**config.mk**
```make
export PLATFORM = sky130hd
export DESIGN_NAME = bus_mux_arbiter_flat
export DESIGN_NICKNAME = d
export VERILOG_FILES = /design/src/rtl/bus_mux_pkg.sv /design/src/rtl/bus_mux_arbiter_if.sv /design/src/rtl/bus_mux_arbiter_rr_pick.sv /design/src/rtl/bus_mux_arbiter.sv /design/src/flat_wrapper.sv
export SDC_FILE = /design/constraint.sdc
export NUM_CORES = 1
export LEC_CHECK = 0
export BUFFER_PORTS_ARGS = -buffer_cell sky130_fd_sc_hd__buf_4
export CAP_MARGIN = 40
export CELL_PAD_IN_SITES_DETAIL_PLACEMENT = 1
export CELL_PAD_IN_SITES_GLOBAL_PLACEMENT = 1
export CORE_UTILIZATION = 46
export CTS_CLUSTER_DIAMETER = 50
export DETAILED_ROUTE_END_ITERATION = 10
export PLACE_DENSITY_LB_ADDON = 0.1
export SLEW_MARGIN = 20
export SYNTH_ARGS = -nofsm -noshare
export SYNTH_HDL_FRONTEND = slang
export SYNTH_SLANG_ARGS = --single-unit
```
**constraint.sdc**
```tcl
create_clock -name clk -period 13.1 [get_ports clk]
set_clock_uncertainty 0.05 [all_clocks]
set_input_delay 2.62 -clock clk [delete_from_list [all_inputs] [get_ports clk]]
set_output_delay 2.62 -clock clk [all_outputs]
set_load 0.005 [all_outputs]
```
**src/rtl/bus_mux_pkg.sv**
```systemverilog
//------------------------------------------------------------------------------
// Module   : bus_mux_pkg
// Brief    : Shared constants, FSM state type and helpers for bus_mux_arbiter.
// Revision : 1.0 - initial release
//------------------------------------------------------------------------------
`default_nettype none

package bus_mux_pkg;

    localparam int NREQ = 16;
    localparam int SW   = 4;
    localparam int DW   = 8;

    typedef enum logic [1:0] {
        IDLE    = 2'd0,
        SELECT  = 2'd1,
        CAPTURE = 2'd2
    } state_t;

    function automatic logic [NREQ-1:0] onehot(input logic [SW-1:0] idx);
        onehot = NREQ'(1) << idx;
    endfunction

endpackage

`default_nettype wire

```
**src/rtl/bus_mux_arbiter_if.sv**
```systemverilog
//------------------------------------------------------------------------------
// Module   : bus_mux_arbiter_if
// Brief    : Requester handshake plus shared read-mux control/data bundle.
// Revision : 1.0 - initial release
//------------------------------------------------------------------------------
`default_nettype none

interface bus_mux_arbiter_if;
    import bus_mux_pkg::*;

    logic            arb_en;
    logic [NREQ-1:0] req;
    logic [NREQ-1:0] ack;
    logic [DW-1:0]   rdata;
    logic [SW-1:0]   mux_sel;
    logic            mux_en;
    logic [DW-1:0]   mux_out;
    logic [SW-1:0]   gnt_id;
    logic            busy;

    // Arbiter side: drives the mux controls and the requester acks.
    modport master (
        input  arb_en, req, mux_out,
        output ack, rdata, mux_sel, mux_en, gnt_id, busy
    );

    modport slave (
        output arb_en, req, mux_out,
        input  ack, rdata, mux_sel, mux_en, gnt_id, busy
    );

endinterface

`default_nettype wire

```
**src/rtl/bus_mux_arbiter_rr_pick.sv**
```systemverilog
//------------------------------------------------------------------------------
// Module   : rr_pick
// Brief    : Combinational round-robin pick: first set bit after ptr, wrapping.
// Revision : 1.0 - initial release
//------------------------------------------------------------------------------
`default_nettype none

module rr_pick
    import bus_mux_pkg::*;
(
    input  wire logic [NREQ-1:0] vec,
    input  wire logic [SW-1:0]   ptr,
    output logic      [SW-1:0]   idx,
    output logic                 any
);

    logic [SW-1:0]   w_shift;
    logic [NREQ-1:0] w_rot;
    logic [SW-1:0]   w_src;
    logic [SW-1:0]   w_first;

    assign w_shift = ptr + SW'(1);

    // Rotate so that position ptr+1 lands on bit 0; index math wraps at SW bits.
    always_comb begin
        w_rot = '0;
        w_src = '0;
        for (int i = 0; i < NREQ; i++) begin
            w_src    = SW'(i) + w_shift;
            w_rot[i] = vec[w_src];
        end
    end

    always_comb begin
        w_first = '0;
        for (int i = NREQ - 1; i >= 0; i--) begin
            if (w_rot[i]) begin
                w_first = SW'(i);
            end
        end
    end

    assign idx = w_first + w_shift;
    assign any = |vec;

endmodule

`default_nettype wire

```
**src/rtl/bus_mux_arbiter.sv**
```systemverilog
//------------------------------------------------------------------------------
// Module   : bus_mux_arbiter
// Brief    : Round-robin owner of the shared 16:1 read mux; captures and acks.
// Revision : 1.0 - initial release
//------------------------------------------------------------------------------
`default_nettype none

module bus_mux_arbiter
    import bus_mux_pkg::*;
(
    input  wire logic          clk,
    input  wire logic          rst_n,
    bus_mux_arbiter_if.master  bus
);

    state_t          r_state;
    logic [SW-1:0]   r_ptr;
    logic [SW-1:0]   r_gnt_id;
    logic [SW-1:0]   r_mux_sel;
    logic            r_mux_en;
    logic [NREQ-1:0] r_ack;
    logic [DW-1:0]   r_rdata;
    logic            r_busy;

    logic [NREQ-1:0] w_cand;
    logic [NREQ-1:0] w_pick_vec;
    logic [SW-1:0]   w_pick_ptr;
    logic [SW-1:0]   w_pick_idx;
    logic            w_pick_any;

    // The current winner may still hold req, so it is masked out of the
    // back-to-back decision; the pointer used is the one being committed now.
    assign w_cand     = bus.req & ~onehot(r_gnt_id);
    assign w_pick_vec = (r_state == CAPTURE) ? w_cand   : bus.req;
    assign w_pick_ptr = (r_state == CAPTURE) ? r_gnt_id : r_ptr;

    rr_pick u_rr_pick (
        .vec (w_pick_vec),
        .ptr (w_pick_ptr),
        .idx (w_pick_idx),
        .any (w_pick_any)
    );

    always_ff @(posedge clk or negedge rst_n) begin
        if (!rst_n) begin
            r_state   <= IDLE;
            r_ptr     <= SW'(NREQ - 1);
            r_gnt_id  <= '0;
            r_mux_sel <= '0;
            r_mux_en  <= 1'b0;
            r_ack     <= '0;
            r_rdata   <= '0;
            r_busy    <= 1'b0;
        end else begin
            r_ack <= '0;
            case (r_state)
                IDLE: begin
                    if (bus.arb_en && w_pick_any) begin
                        r_gnt_id  <= w_pick_idx;
                        r_mux_sel <= w_pick_idx;
                        r_mux_en  <= 1'b1;
                        r_busy    <= 1'b1;
                        r_state   <= SELECT;
                    end else begin
                        r_mux_en  <= 1'b0;
                        r_busy    <= 1'b0;
                    end
                end
                SELECT: begin
                    r_state <= CAPTURE;
                end
                CAPTURE: begin
                    r_rdata <= bus.mux_out;
                    r_ack   <= onehot(r_gnt_id);
                    r_ptr   <= r_gnt_id;
                    if (bus.arb_en && w_pick_any) begin
                        r_gnt_id  <= w_pick_idx;
                        r_mux_sel <= w_pick_idx;
                        r_state   <= SELECT;
                    end else begin
                        r_mux_en  <= 1'b0;
                        r_busy    <= 1'b0;
                        r_state   <= IDLE;
                    end
                end
                default: begin
                    r_mux_en <= 1'b0;
                    r_busy   <= 1'b0;
                    r_state  <= IDLE;
                end
            endcase
        end
    end

    assign bus.ack     = r_ack;
    assign bus.rdata   = r_rdata;
    assign bus.mux_sel = r_mux_sel;
    assign bus.mux_en  = r_mux_en;
    assign bus.gnt_id  = r_gnt_id;
    assign bus.busy    = r_busy;

endmodule

`default_nettype wire

```
**src/flat_wrapper.sv**
```systemverilog
// flat-port wrapper written by rule: the top's interface ports become plain ports
module bus_mux_arbiter_flat import bus_mux_pkg::*;
  (clk, rst_n, bus_arb_en, bus_req, bus_mux_out, bus_ack, bus_rdata, bus_mux_sel, bus_mux_en, bus_gnt_id, bus_busy);
  bus_mux_arbiter_if bus_i ();
  input  wire logic clk;
  input  wire logic rst_n;
  input wire logic [$bits(bus_i.arb_en)-1:0] bus_arb_en;
  input wire logic [$bits(bus_i.req)-1:0] bus_req;
  input wire logic [$bits(bus_i.mux_out)-1:0] bus_mux_out;
  output wire logic [$bits(bus_i.ack)-1:0] bus_ack;
  output wire logic [$bits(bus_i.rdata)-1:0] bus_rdata;
  output wire logic [$bits(bus_i.mux_sel)-1:0] bus_mux_sel;
  output wire logic [$bits(bus_i.mux_en)-1:0] bus_mux_en;
  output wire logic [$bits(bus_i.gnt_id)-1:0] bus_gnt_id;
  output wire logic [$bits(bus_i.busy)-1:0] bus_busy;
  assign bus_i.arb_en = bus_arb_en;
  assign bus_i.req = bus_req;
  assign bus_i.mux_out = bus_mux_out;
  assign bus_ack = bus_i.ack;
  assign bus_rdata = bus_i.rdata;
  assign bus_mux_sel = bus_i.mux_sel;
  assign bus_mux_en = bus_i.mux_en;
  assign bus_gnt_id = bus_i.gnt_id;
  assign bus_busy = bus_i.busy;
  bus_mux_arbiter u_core (.clk(clk), .rst_n(rst_n), .bus(bus_i));
endmodule
```
After elaboration in Yosys (flattened, before gate mapping). Cells that the tools add are included. W data, S select, Z words.

Flip-flop bits (word level): 35. Bits of input ports: 27.

Add/sub/neg operators: 17. Magnitude comparators: 16. Equality and inequality tests: 4. Shifts and indexed selects: 1. Muxes and demuxes: 57. Bitwise gates (word level): 3. Reduce and logical (&&, ||, !) cells: 6.

Operator list (count): $lt A4 B5 Y1 const B (16); $mux W4 (17); $bmux W1 S4 (16); $add A4 B4 Y4 const A (8); $mux W16 (2); $mux W1 (19); $add A3 B4 Y4 const A (4); $and A16 B16 Y16 (1); $not A16 Y16 (1); $reduce_or A16 Y1 (1); $shl A1 B4 Y16 const A (1); $add A2 B4 Y4 const A (2); $pmux W2 S3 (1); $add A1 B4 Y4 const A (1); $add A4 B1 Y4 const B (1); $add A4 B4 Y4 (1); $reduce_and A2 Y1 (2); $pmux W1 S3 (1); $eq A2 B1 Y1 const B (1); $eq A2 B2 Y1 const B (1); $logic_not A2 Y1 (1); $mux W2 (1); $ne A2 B1 Y1 const B (1); $ne A2 B2 Y1 const B (1); other kinds (3) (3).

Depth between registers and ports, before layout. Gate-level depths: netlist of run 1.

Depth after elaboration: 23. Depth in mapped cells: 23. Depth with buffers taken out: 19.

Cells and area by module. A second synthesis of run 1 with hierarchy kept.

Cell total of the unflattened synthesis: 296. Area total of the unflattened synthesis: 3193.1 µm².

By module, submodules not included: rr_pick (instances 1, cells each 186, area an instance 1765.4 µm², sequential area each 0.0 µm²); bus_mux_arbiter (instances 1, cells each 110, area an instance 1427.6 µm², sequential area each 880.8 µm²).

Worst setup path after synthesis of run 1. OpenSTA, ideal clock, no wires.

Path type: input to register. Start point: input bus_req[6]. End point: register u_core.r_gnt_id[3] (netlist: u_core.bus.gnt_id[3]). Setup time: 125 ps. Arrival: 5510 ps. Required time: 12925 ps. Path slack: 7415 ps. Cell stages on the path: 14. Buffers on the path: 0. Cells stage by stage: mux2i_1 > nor2b_1 > a211oi_1 > mux2_2 > or3b_4 > a31o_1 > a311o_1 > a21o_1 > ha_1 > a21o_1 > a21oi_1 > xnor2_1 > xnor2_1 > mux2_4.

Cells in the longest elaborated chain, start to end: 21.

Ends and longest elaborated chain: start, declared (RTL line flat_wrapper.sv:8) `input wire logic [$bits(bus_i.req)-1:0] bus_req;`; $and A16 B16 Y16 (RTL line bus_mux_arbiter.sv:33) `assign w_cand = bus.req & ~onehot(r_gnt_id);`; $mux W16 * (RTL line bus_mux_arbiter.sv:34) `assign w_pick_vec = (r_state == CAPTURE) ? w_cand : bus.req;`; $bmux W1 S4 (RTL line bus_mux_arbiter_rr_pick.sv:30) `w_rot[i] = vec[w_src];`; $mux W1 (not written as such) (RTL line bus_mux_arbiter_rr_pick.sv:30); $mux W4 (16 in a row) (RTL line bus_mux_arbiter_rr_pick.sv:37) `if (w_rot[i]) begin`; $add A4 B4 Y4 (RTL line bus_mux_arbiter_rr_pick.sv:43) `assign idx = w_first + w_shift;`; end signal, assigned (RTL line bus_mux_arbiter.sv:59) `r_gnt_id <= w_pick_idx;`; end signal, assigned (RTL line bus_mux_arbiter.sv:77) `r_gnt_id <= w_pick_idx;`; end, declared (RTL line bus_mux_arbiter.sv:18) `logic [SW-1:0] r_gnt_id;`.

Mark *: on every way between the ends. The rest lies on a longest branch, timed or not. The select of a mux whose other input is x is not followed. A chain may end at the register's enable or synchronous reset.

Worst setup path after layout of run 1.
Start point: register u_core.r_state[0]. End point: register u_core.r_gnt_id[3] (netlist: u_core.bus.gnt_id[3]).

Cells in the longest elaborated chain, start to end: 23.

Ends and longest elaborated chain: start, declared (RTL line bus_mux_arbiter.sv:16) `state_t r_state;`; start signal, assigned (RTL line bus_mux_arbiter.sv:46) `r_state <= IDLE;`; start signal, assigned (RTL line bus_mux_arbiter.sv:63) `r_state <= SELECT;`; start signal, assigned (RTL line bus_mux_arbiter.sv:70) `r_state <= CAPTURE;`; $eq A2 B2 Y1 (RTL line bus_mux_arbiter.sv:34, bus_mux_arbiter.sv:35, bus_mux_arbiter.sv:56); $mux W4; $add A4 B1 Y4 (RTL line bus_mux_arbiter_rr_pick.sv:22) `assign w_shift = ptr + SW'(1);`; $add A4 B4 Y4 (RTL line bus_mux_arbiter_rr_pick.sv:29) `w_src = SW'(i) + w_shift;`; $bmux W1 S4 (RTL line bus_mux_arbiter_rr_pick.sv:30); $mux W1 (not written as such) (RTL line bus_mux_arbiter_rr_pick.sv:30); $mux W4 (16 in a row) (RTL line bus_mux_arbiter_rr_pick.sv:37); $add A4 B4 Y4 (RTL line bus_mux_arbiter_rr_pick.sv:43).

Several ways; a longest one is shown, not always the timed one. The select of a mux whose other input is x is not followed.

==> results of run 1 <==
-- per-stage QoR --
stage,cells,utilization (%)
floorplan,298,-
global placement,414,55.3
detailed placement,415,55.5
CTS,423,57.0
global route,424,57.3
finish,424,57.3
-- cells in the mapped netlist (all sizes together), types with 2 or more instances --
master    n
a211oi    2
a21o      3
a21oi    19
a311o     2
a31oi     4
and2      4
and3b     2
buf      16
clkbuf    4
dfrtp    31
dfstp     4
ha        5
inv       9
mux2     19
mux2i    29
mux4      6
nand2     8
nand2b    9
nand4     6
nand4bb   2
nor2     30
nor2b     3
nor3     11
nor4b     2
o21ai    20
o22ai    16
or2       3
xnor2     7
xnor3     2
-- final timing paths --
check	from	to	slack [ps]	cells past startpoint
worst max-delay path	u_core.r_state[0]	u_core.bus.gnt_id[3]	7170	18
worst min-delay path	u_core.bus.rdata[5]	u_core.bus.rdata[5]	460	1
worst max register to register	u_core.r_state[0]	u_core.bus.gnt_id[3]	7170	18
worst min register to register	u_core.bus.rdata[5]	u_core.bus.rdata[5]	460	1
max in group asynchronous	rst_n	u_core.r_ptr[1]	10420	1
min in group asynchronous	rst_n	u_core.bus.ack[14]	2230	1
-- placed cells by master, fill, tap and decap left out, drive strengths merged, types with 2 or more instances in the layout --
| cell type | Yosys | final |
|---|---|---|
| buf | 16 | 63 |
| dfrtp | 31 | 31 |
| nor2 | 30 | 30 |
| mux2i | 29 | 29 |
| o21ai | 20 | 20 |
| a21oi | 19 | 19 |
| mux2 | 19 | 19 |
| o22ai | 16 | 16 |
| nor3 | 11 | 11 |
| nand2b | 9 | 9 |
| inv | 9 | 9 |
| nand2 | 8 | 8 |
| xnor2 | 7 | 7 |
| clkbuf | 4 | 7 |
| mux4 | 6 | 6 |
| nand4 | 6 | 6 |
| ha | 5 | 5 |
| dfstp | 4 | 4 |
| a31oi | 4 | 4 |
| and2 | 4 | 4 |
| nor2b | 3 | 3 |
| a21o | 3 | 3 |
| or2 | 3 | 3 |
| a211oi | 2 | 2 |
| nor4b | 2 | 2 |
| nand4bb | 2 | 2 |
| xnor3 | 2 | 2 |
| a311o | 2 | 2 |
| and3b | 2 | 2 |
-- flip-flops by register name, summed over array words and instances (netlist names) --
name and flops:
u_core.bus.ack 16, u_core.r_state 2, u_core.bus.mux_en 1, u_core.bus.gnt_id 4, u_core.r_ptr 4, u_core.bus.rdata 8
-- logic make-up after synthesis --
kind of cell    count (synthesis)
fa+ha+maj                       6
compound gates                 75
flops                          35
mux                            54
simple gates                   90
buf+inv                        29
xor+xnor                        9
-- critical path, stage by stage (launching register included) --
cell and delay (ps):
dfrtp_1 520, nand2b_1 450, buf_8 220, mux2_4 420, ha_1 550, nor3_1 450
mux2i_1 260, xnor2_1 230, mux2i_1 310, or3b_4 430, a31o_1 230, a311o_1 390
a21o_1 170, ha_1 270, a21o_1 180, a21oi_1 160, xnor2_1 150, xnor2_1 100
mux2_4 260
-- routing by layer --
metal  vias up  routed length (um)  GRT usage, %
met1      1289                3940          39.8
met2        85                3920          43.0
li1       1211                   -             -
met3         8                 479          4.22
met4         0                  65          5.18
met5         -                   0             0
-- layout make-up --
type	instances	area [sq um]	share of cell area [%]
clock buffers	7	86.3	2.52
well taps	75	93.8	2.73
repair buffers	63	488	14.2
clock inverters	1	5.00	0.146
inverters	9	33.8	0.984
multi-input cells	234	1840	53.7
flip-flops and latches	35	881	25.7
==> results summary, run 1 <==
The proportion of register bits with asynchronous set or reset after synthesis came out at 100%. In the post-route analysis, the smallest setup slack over all paths is 7170 ps. The count of port buffers added during placement came out at 60. The share of Yosys cell area claimed by the top area cell type is 26.7%. The global routing usage summed across all routing layers came out at a little over a quarter. The x dimension of the die came out at ~81 um. The number of setup buffers added after CTS came out at 0. The worst slew margin relative to its limit came out at a little over half.

The number of flops mapped to enable cells by yosys came out at 0. The latest clock arrival within the worst-skew pair is 280 ps. Setup violations remaining at the end of the flow were counted as 0. The synthesized netlist contains 62 unique library cells. The number of buffers created by CTS is 5. The worst-case setup slack after placement came out at 6900 ps. The routability-driven placement congestion ratio is 0.897.

around 60 I/O pins were placed. The number of levels in the clock H-tree came out at 2. Summing over every cut layer, the via total after detailed routing is roughly 2600. The core region is 5990 sq um. The placed instances occupy a cell area of ~3300 sq um. The sequential share of the synthesized area is a little under a third. The run finished with clean final reports.

The setup TNS is 0 ps. The instance count of the mapped netlist is between 200 and 300. By area, the combinational part of the netlist is dominated by multiplexers. The largest net degree at the start of global routing came out at 36. Of all nets on the critical path, the largest fanout is 14. The count of antenna-violating nets left after detailed routing is 0. The initial utilization of the core area, before any placement, comes to 48.5%. The net total in the final layout is 381. The proportion of layout cells with a drive suffix above 1 came out at 32.4%. Data on the critical path is required at its endpoint by between 10000 and 15000 ps.

The sum of routed wire length over all layers came out at approximately 8400 um. The via count of the first global-routing pass is between 2000 and 3000. Counting the fill cells in the layout gives between 700 and 800.

The design area came out at around 3400 sq um. The share of synthesized cell area in and, or, nand and nor gates came out at 18.0%. The worst setup path is launched from a flop. The nature of the critical path endpoint is a flop. The average footprint of a synthesized cell is approximately 10 sq um. The xor-xnor portion of the synthesized cell area is approximately 3.7%. The number of antenna violations at the first check in global routing is 0. The detailed-route DRC error count came out at 0. The longest clock path from root to sink contains 2 buffers. The total nets after synthesis came out at roughly 330.

The total of flip-flops plus latches after synthesis is 35. The floorplan die height is around 81 um. TritonCTS built the clock tree. The post-route clock period utilization came out at between 40% and 50%. The post-detailed-placement half-perimeter wirelength came out at approximately 6700 um. The number of warnings issued by yosys is 0. The adder and majority gate portion of the synthesized area came out at ~2.8%. The synthesized cell area came out at roughly 2900 sq um. After global routing the overflow that remains totals 0.

Clock tree synthesis selected as its root buffer the cell clkbuf_8. The number of detailed-routing iterations run before antenna repair is 4. The critical path is of the flop to flop type. Across the run, the number of max-cap violations was 0.

After synthesis, the cell types taking the most area are dfrtp_1 (27%), mux2i_1 (9.3%), mux2_2 (6.6%), mux4_2 (4.7%), nor2_1 (3.7%). The data arrival time of the critical path came out at between 6000 and 7000 ps. The cell taking the most area after synthesis is dfrtp_1. After clock tree synthesis, the repair step resized 0 gates.

The peak clock frequency supported by timing came out at about 170 MHz. The per-cell via count in the routed design is just over 6. In the synthesized netlist, mux cells make up between 20% and 30% of the area. Setup repair after global routing left no endpoint under its margin. The number of antenna cells inserted came out at 0.

The minimum period implied by the final worst setup slack is 5930 ps. The number of hold-slack violations in the final timing report came out at 0. The number of rows created at floorplan is 28.

The transition time at the pin with the least slew margin came out at between 600 and 700 ps. The average routed wire per standard cell came out at 19.8 um. The global-route wire length before repair is about 14000 um. The layout overhead on the synthesized area is 18.2%. The max-slew violation count came to 0.

The clock slew at the register clock pins of the worst setup and hold paths is about 70 ps. The worst hold slack across all endpoints is 464 ps. The hold buffer count at CTS is 0. In the synthesized netlist the dominant register cell turns out to be dfrtp_1. The path class of the tightest hold or removal check is flop to flop.

The area of the die came out at approximately 6600 sq um. The number of sinks on the clock net came out at 35. The number of DRC violations after detailed-routing iteration 0 came out at between 100 and 150.

The synthesized netlist devotes 16.5% of its cell area to compound gates.
Power of run 1 is left out: the tool's default activity adds up to more than one toggle a clock period on the data nets, which glitch-free logic cannot reach.
==> run 2, diff against run 1 <==
- CORE_UTILIZATION: 46 -> 42
- clock period: 13.1 -> 5.9 ns (I/O delays scaled with it)
==> run 2 against run 1 <==
Die area is 9.3% higher. Critical path type unchanged. Sequential share of layout area is 0.24 points lower. Utilization is 3.9 points lower. Wire length is 3.4% higher. Non-clock buffer count is 4 higher.
==> results summary, run 2 (synthesis results as in run 1) <==
Run status: finished, final reports clean (unchanged). The count of port buffers added during placement is 60 (unchanged). The number of buffers created by CTS came out at 5 (unchanged). The hold buffer count at CTS came to 0 (unchanged). The leading cell type in the layout, fill and taps excluded is buf_4 (unchanged). The multi-input logic area is 1850 sq um (was 1840 sq um).

The worst slew margin relative to its limit was 51.2% (was 54.0%). The average routed wire per standard cell came to 20.2 um (was 19.8 um). The number of detailed-routing iterations run before antenna repair came out at 4 (unchanged). The count of antenna-violating nets left after detailed routing came to 0 (unchanged).

The number of filler instances in the final layout is 728 (was 703). The x dimension of the die was 85.2 um (was 81.5 um). The total I/O pin count came out at 61 (unchanged). The number of vias in the routed layout is 2613 (was 2593).

The data arrival time of the critical path came out at 5560 ps (was 6060 ps). The number of levels in the clock H-tree came to 2 (unchanged). The sequential cell area in the final layout came out at 881 sq um (unchanged).

Leading cell types in the layout, fill and taps excluded: buf_4 (67), dfrtp_1 (31), nor2_1 (29) (was buf_4 (61), dfrtp_1 (31), nor2_1 (29)). The worst setup slack after layout is 460 ps (was 7170 ps). The total of endpoints with negative setup slack in the final report came out at 0 (unchanged). The routing usage on met1 came to 34.7% (was 39.8%). The number of flip-flops in the largest register came out at 16 (unchanged).

The max-cap violation count is 0 (unchanged). The global-route wire length before repair was 14300 um (was 13500 um). The layout overhead on the synthesized area came out at 19.3% (was 18.2%). The max-slew violation count came to 0 (unchanged). The met2 usage in global routing is 43.5% (was 43.0%). The number of sinks on the clock net is 35 (unchanged). The worst-case setup slack after placement is 374 ps (was 6900 ps). The nature of the critical path endpoint is a flop (unchanged).

The global routing usage summed across all routing layers came out at 25.3% (was 27.4%). The number of antenna violations at the first check in global routing came out at 0 (unchanged). The largest net degree at the start of global routing is 36 (unchanged). The CTS tree is built (unchanged). The setup TNS came to 0 ps (unchanged). The detailed-route DRC error count is 0 (unchanged). The class of the tightest hold or removal check is flop to flop (unchanged). The proportion of layout cells with a drive suffix above 1 is 34.0% (was 32.4%). The sum of routed wire length over all layers is 8690 um (was 8410 um). The clock root buffer master is clkbuf_8 (unchanged). The global routing usage on met3 came to 4.47% (was 4.22%). The number of rows created at floorplan came to 29 (was 28). The routability-driven placement congestion ratio came out at 0.849 (was 0.897). The clock slew at the register clock pins of the worst setup and hold paths is 70 ps (about the same). The required arrival time at the worst endpoint came out at 6020 ps (was 13220 ps).

The minimum period implied by the final worst setup slack came out at 5440 ps (was 5930 ps). The area of the die came out at 7250 sq um (was 6630 sq um). The number of DRC violations after detailed-routing iteration 0 is 136 (was 125). The category of the critical setup timing path is flop to flop (unchanged). The critical path launch point type was a flop (unchanged). The total congestion overflow after global routing is 0 (unchanged). The floorplan die height was 85.2 um (was 81.5 um). The initial standard-cell utilization of the core came out at 44.7% (was 48.5%). The busiest metal layer after global routing was met2 (unchanged). The per-cell via count in the routed design is 6.08 (was 6.12). The maximum root-to-sink buffer count is 2 (unchanged). The number of antenna cells inserted came out at 0 (unchanged). The latest clock arrival within the worst-skew pair was 280 ps (about the same). The total core area is 6490 sq um (was 5990 sq um). The biggest fanout along the worst timing path came to 12 (was 14). The post-detailed-placement half-perimeter wirelength was 6890 um (was 6680 um). The transition time at the pin with the least slew margin is 729 ps (was 688 ps).

Setup repair after global routing missed its margin: false (unchanged). The number of hold-slack violations in the final timing report is 0 (unchanged). The post-route clock period utilization came out at 92.2% (was 45.3%). The net total in the final layout came out at 385 (was 381).

The via count of the first global-routing pass is 2676 (was 2623). The peak clock frequency supported by timing is 184 MHz (was 169 MHz).
==> run 2: final cells by class <==
type                    count  share of cell area (%)
well taps                  77                    2.78
repair buffers             67                    14.5
clock inverters             1                   0.217
inverters                   9                   0.975
flip-flops and latches     35                    25.4
clock buffers               7                    2.78
multi-input cells         234                    53.3
==> run 2: stage by stage <==
| stage | instances | hold WS (ps) | util (%) | cell area [sq um] |
|---|---|---|---|---|
| 2_1_floorplan | 298 | 454 | - | 2900 |
| 3_3_place_gp | 422 | 437 | 51.7 | 3360 |
| 3_5_place_dp | 422 | 448 | 51.7 | 3360 |
| 4_1_cts | 430 | 465 | 53.3 | 3460 |
| 5_1_grt | 430 | 476 | 53.3 | 3460 |
| 6_report | 430 | 461 | 53.3 | 3460 |
==> run 2: path summary, 6_finish.rpt <==
kind | from | endpoint | slack (ps) | depth (start not counted)
setup reg to reg | u_core.r_state[0] | u_core.bus.gnt_id[3] | 460 | 19
hold / removal | u_core.bus.rdata[2] | u_core.bus.rdata[2] | 460 | 1
max in group asynchronous | rst_n | u_core.r_ptr[0] | 4660 | 1
min in group asynchronous | rst_n | u_core.bus.rdata[3] | 780 | 1
setup / recovery | u_core.r_state[0] | u_core.bus.gnt_id[3] | 460 | 19
hold reg to reg | u_core.bus.rdata[2] | u_core.bus.rdata[2] | 460 | 1
==> run 2: repair_timing <==
item,CTS,global route
setup endpoints to repair,0,1
gates resized for setup,0,2
buffers inserted,0,0
==> run 2: worst max-delay path, stage by stage (launching register included) <==
cell and delay [ps]:
dfrtp_1 520, nand2b_2 340, mux2_2 410, ha_1 240, nand2b_1 90, a21boi_1 70, nor3_1 420, mux2i_1 270
xnor2_1 210, mux2i_1 350, or3b_4 440, a31o_1 230, a311o_1 390, a21o_1 170, ha_1 270, a21o_1 180
a21oi_1 170, xnor2_1 150, xnor2_1 100, mux2_4 260
==> run 2: layer usage <==
metal  routed length, um  vias to the layer above
met5                   0                        -
met4                  44                        0
met3                 433                        7
met2                4210                       81
met1                4000                     1309
li1                    -                     1216
Power of run 2 is left out for the same reason.
==> run 3, diff against run 2 <==
- CELL_PAD_IN_SITES_DETAIL_PLACEMENT: 1 -> 0
- CELL_PAD_IN_SITES_GLOBAL_PLACEMENT: 1 -> 2
- CORE_UTILIZATION: 42 -> 34
- PLACE_DENSITY_LB_ADDON: 0.1 -> 0.08
==> run 3 against run 2 <==
Wire length shrank 6.1%. Global-route usage shrank 6.2 points. Maximum frequency grew 2.8%. Largest cell class unchanged. Non-clock buffer count shrank 2. Flip-flop and latch count is the same. Worst setup slack gained 150 ps. Critical path depth is the same. Register-to-register slack gained 150 ps. Sequential share of layout area is essentially flat. First-iteration DRC count grew 0.74%. Utilization shrank 11 points. Cell area is essentially flat.
==> results summary, run 3 (synthesis results as in run 1) <==
Run status: finished, final reports clean (unchanged). The via count of the first global-routing pass came out at 2390 (was 2676). The hold buffer count at CTS came out at 0 (unchanged). The total of endpoints with negative setup slack in the final report came to 0 (unchanged). The biggest fanout along the worst timing path is 13 (was 12). The highest cell delay on the worst timing path was 510 ps (was 520 ps). The largest net degree at the start of global routing is 36 (unchanged). The number of setup buffers added after CTS is 0 (unchanged). The per-cell via count in the routed design is 5.48 (was 6.08). The number of levels in the clock H-tree came out at 2 (unchanged).

The initial standard-cell utilization of the core came out at 35.2% (was 44.7%). The number of antenna cells inserted is 0 (unchanged). The latest clock arrival within the worst-skew pair is 280 ps (about the same). The detailed-route DRC error count is 0 (unchanged).

The class of the tightest hold or removal check is flop to flop (unchanged). The number of sinks on the clock net is 35 (unchanged). Series of cell instances along the critical path: nand2b_1 > mux2_2 > ha_1 > nand2b_1 > a21oi_1 > or2_1 > mux2i_1 > and2_0 > mux2_2 > or3b_4 > a31o_1 > a311o_1 > a21o_1 > ha_1 > a21o_1 > a21oi_1 > xnor2_1 > xnor2_1 > mux2_4 (was nand2b_2 > mux2_2 > ha_1 > nand2b_1 > a21boi_1 > nor3_1 > mux2i_1 > xnor2_1 > mux2i_1 > or3b_4 > a31o_1 > a311o_1 > a21o_1 > ha_1 > a21o_1 > a21oi_1 > xnor2_1 > xnor2_1 > mux2_4). The hold path endpoint was u_core.bus.rdata[0] (was u_core.bus.rdata[2]).

The number of vias in the routed layout came out at 2497 (was 2613). The area of the die came to 8920 sq um (was 7250 sq um). The CTS tree is built (unchanged). The layout overhead on the synthesized area is 19.4% (was 19.3%). The post-route clock period utilization is 89.7% (was 92.2%). The worst reg-to-reg setup slack is 610 ps (was 460 ps).

The number of antenna violations at the first check in global routing is 0 (unchanged). The clock slew at the register clock pins of the worst setup and hold paths is 80 ps (was 70 ps). The start point of the worst min-delay path is u_core.bus.rdata[0] (was u_core.bus.rdata[2]). The launching point of the worst reg2reg path is u_core.r_state[0] (unchanged).

The total I/O pin count came out at 61 (unchanged). The total congestion overflow after global routing came out at 0 (unchanged). The transition time at the pin with the least slew margin was 752 ps (was 729 ps). The worst-case reg-to-reg path depth is 19 (unchanged). The setup TNS is 0 ps (unchanged). The number of DRC violations after detailed-routing iteration 0 is 137 (was 136). The number of buffers created by CTS came out at 5 (unchanged). The number of rows created at floorplan came to 33 (was 29).

The maximum root-to-sink buffer count came out at 2 (unchanged). The clock root buffer master is clkbuf_8 (unchanged). The number of filler instances in the final layout came out at 843 (was 728).

The critical path launch point type was a flop (unchanged). The net total in the final layout came out at 383 (was 385). The data arrival time of the critical path is 5420 ps (was 5560 ps). Leading cell types in the layout, fill and taps excluded: buf_4 (65), dfrtp_1 (31), nor2_1 (29) (was buf_4 (67), dfrtp_1 (31), nor2_1 (29)). The global-route wire length before repair is 12800 um (was 14300 um). The number of hold-slack violations in the final timing report is 0 (unchanged). The final core utilization is 42.0% (was 53.3%). The minimum period implied by the final worst setup slack was 5290 ps (was 5440 ps). The worst slew margin relative to its limit came to 49.6% (was 51.2%). The nature of the critical path endpoint is a flop (unchanged). The average routed wire per standard cell came out at 17.9 um (was 20.2 um).

The post-detailed-placement half-perimeter wirelength came out at 6590 um (was 6890 um). The sum of routed wire length over all layers came out at 8170 um (was 8690 um). The required arrival time at the worst endpoint is 6030 ps (was 6020 ps). The routability-driven placement congestion ratio came out at 0.859 (was 0.849).

The global routing usage summed across all routing layers came out at 19.0% (was 25.3%). The number of detailed-routing iterations run before antenna repair came to 4 (unchanged). Setup repair after global routing missed its margin: false (unchanged). The number of flip-flops in the largest register came out at 16 (unchanged). The proportion of layout cells with a drive suffix above 1 came out at 33.0% (was 34.0%). The reg-to-reg endpoint is u_core.bus.gnt_id[3] (unchanged). The floorplan die height is 94.4 um (was 85.2 um). The category of the critical setup timing path is flop to flop (unchanged). The slowest cell on the critical path is dfrtp_1 (unchanged). The count of cells resized by post-cts repair was 0 (unchanged). The max-slew violation count was 0 (unchanged). The total core area is 8260 sq um (was 6490 sq um). The design area is 3470 sq um (was 3460 sq um). The number of cells on the worst hold path came out at 1 (unchanged). The post-placement cell area came to 3380 sq um (was 3360 sq um). The leading cell type in the layout, fill and taps excluded is buf_4 (unchanged). The x dimension of the die is 94.4 um (was 85.2 um). The count of port buffers added during placement was 60 (unchanged).

The max-cap violation count is 0 (unchanged). The count of antenna-violating nets left after detailed routing came out at 0 (unchanged). The peak clock frequency supported by timing is 189 MHz (was 184 MHz).
[run 3: changes by cell type in the layout (fill, tap and decap cells not counted), sizes merged]
cell / previous run / this run
clkbuf: 7 / 5
buf: 67 / 65
clkinv: 0 / 1
clkinvlp: 1 / 2
[run 3: per-stage QoR]
stage / instances / hold WS, ps / setup WS (ps)
after global routing: 456 / 490 / 173
after CTS: 456 / 462 / 588
final: 456 / 457 / 606
after floorplan: 298 / 454 / 1080
after global placement: 448 / 438 / 697
after detailed placement: 448 / 443 / 621
[run 3: worst max path at each step]
| stage | from | to | depth (start not counted) | slack (ps) |
|---|---|---|---|---|
| 2_1_floorplan | u_core.r_state[0] | u_core.bus.gnt_id[3] | 22 | 1080 |
| 3_3_place_gp | u_core.r_state[0] | u_core.bus.gnt_id[3] | 19 | 700 |
| 3_5_place_dp | u_core.r_state[0] | u_core.bus.gnt_id[3] | 19 | 620 |
| 4_1_cts | u_core.r_state[0] | u_core.bus.gnt_id[3] | 19 | 590 |
| 5_1_grt | u_core.r_state[0] | u_core.bus.gnt_id[3] | 20 | 170 |
| 6_report | u_core.r_state[0] | u_core.bus.gnt_id[3] | 19 | 610 |
[run 3: layer usage]
metal	part of all wire [%]	vias up	wire length, um	global-route usage (%)
li1	-	1211	-	-
met4	1.1	0	87	5.38
met1	47	1217	3830	25.4
met5	0	-	0	0
met2	49	61	3980	32.5
met3	3.3	8	269	1.93
[run 3: area by class of cell]
cell class / instances / area (sq um) / share of cell area (%)
clock buffers: 5 / 68.8 / 1.98
clock inverters: 3 / 20.0 / 0.577
inverters: 9 / 33.8 / 0.974
multi-input cells: 234 / 1840 / 53.2
flip-flops and latches: 35 / 881 / 25.4
well taps: 105 / 131 / 3.79
repair buffers: 65 / 488 / 14.1
[run 3: worst max-delay path, delay by kind of cell, from the launching register on]
family	cells	cell delay [ps]
xor gates and xnor gates	2	250
DFF	1	510
muxes	4	1110
AOI/OAI and AO/OA	6	1270
adders and majority gates	2	510
and+or+nand+nor	5	1480
Power of run 3 is left out for the same reason.
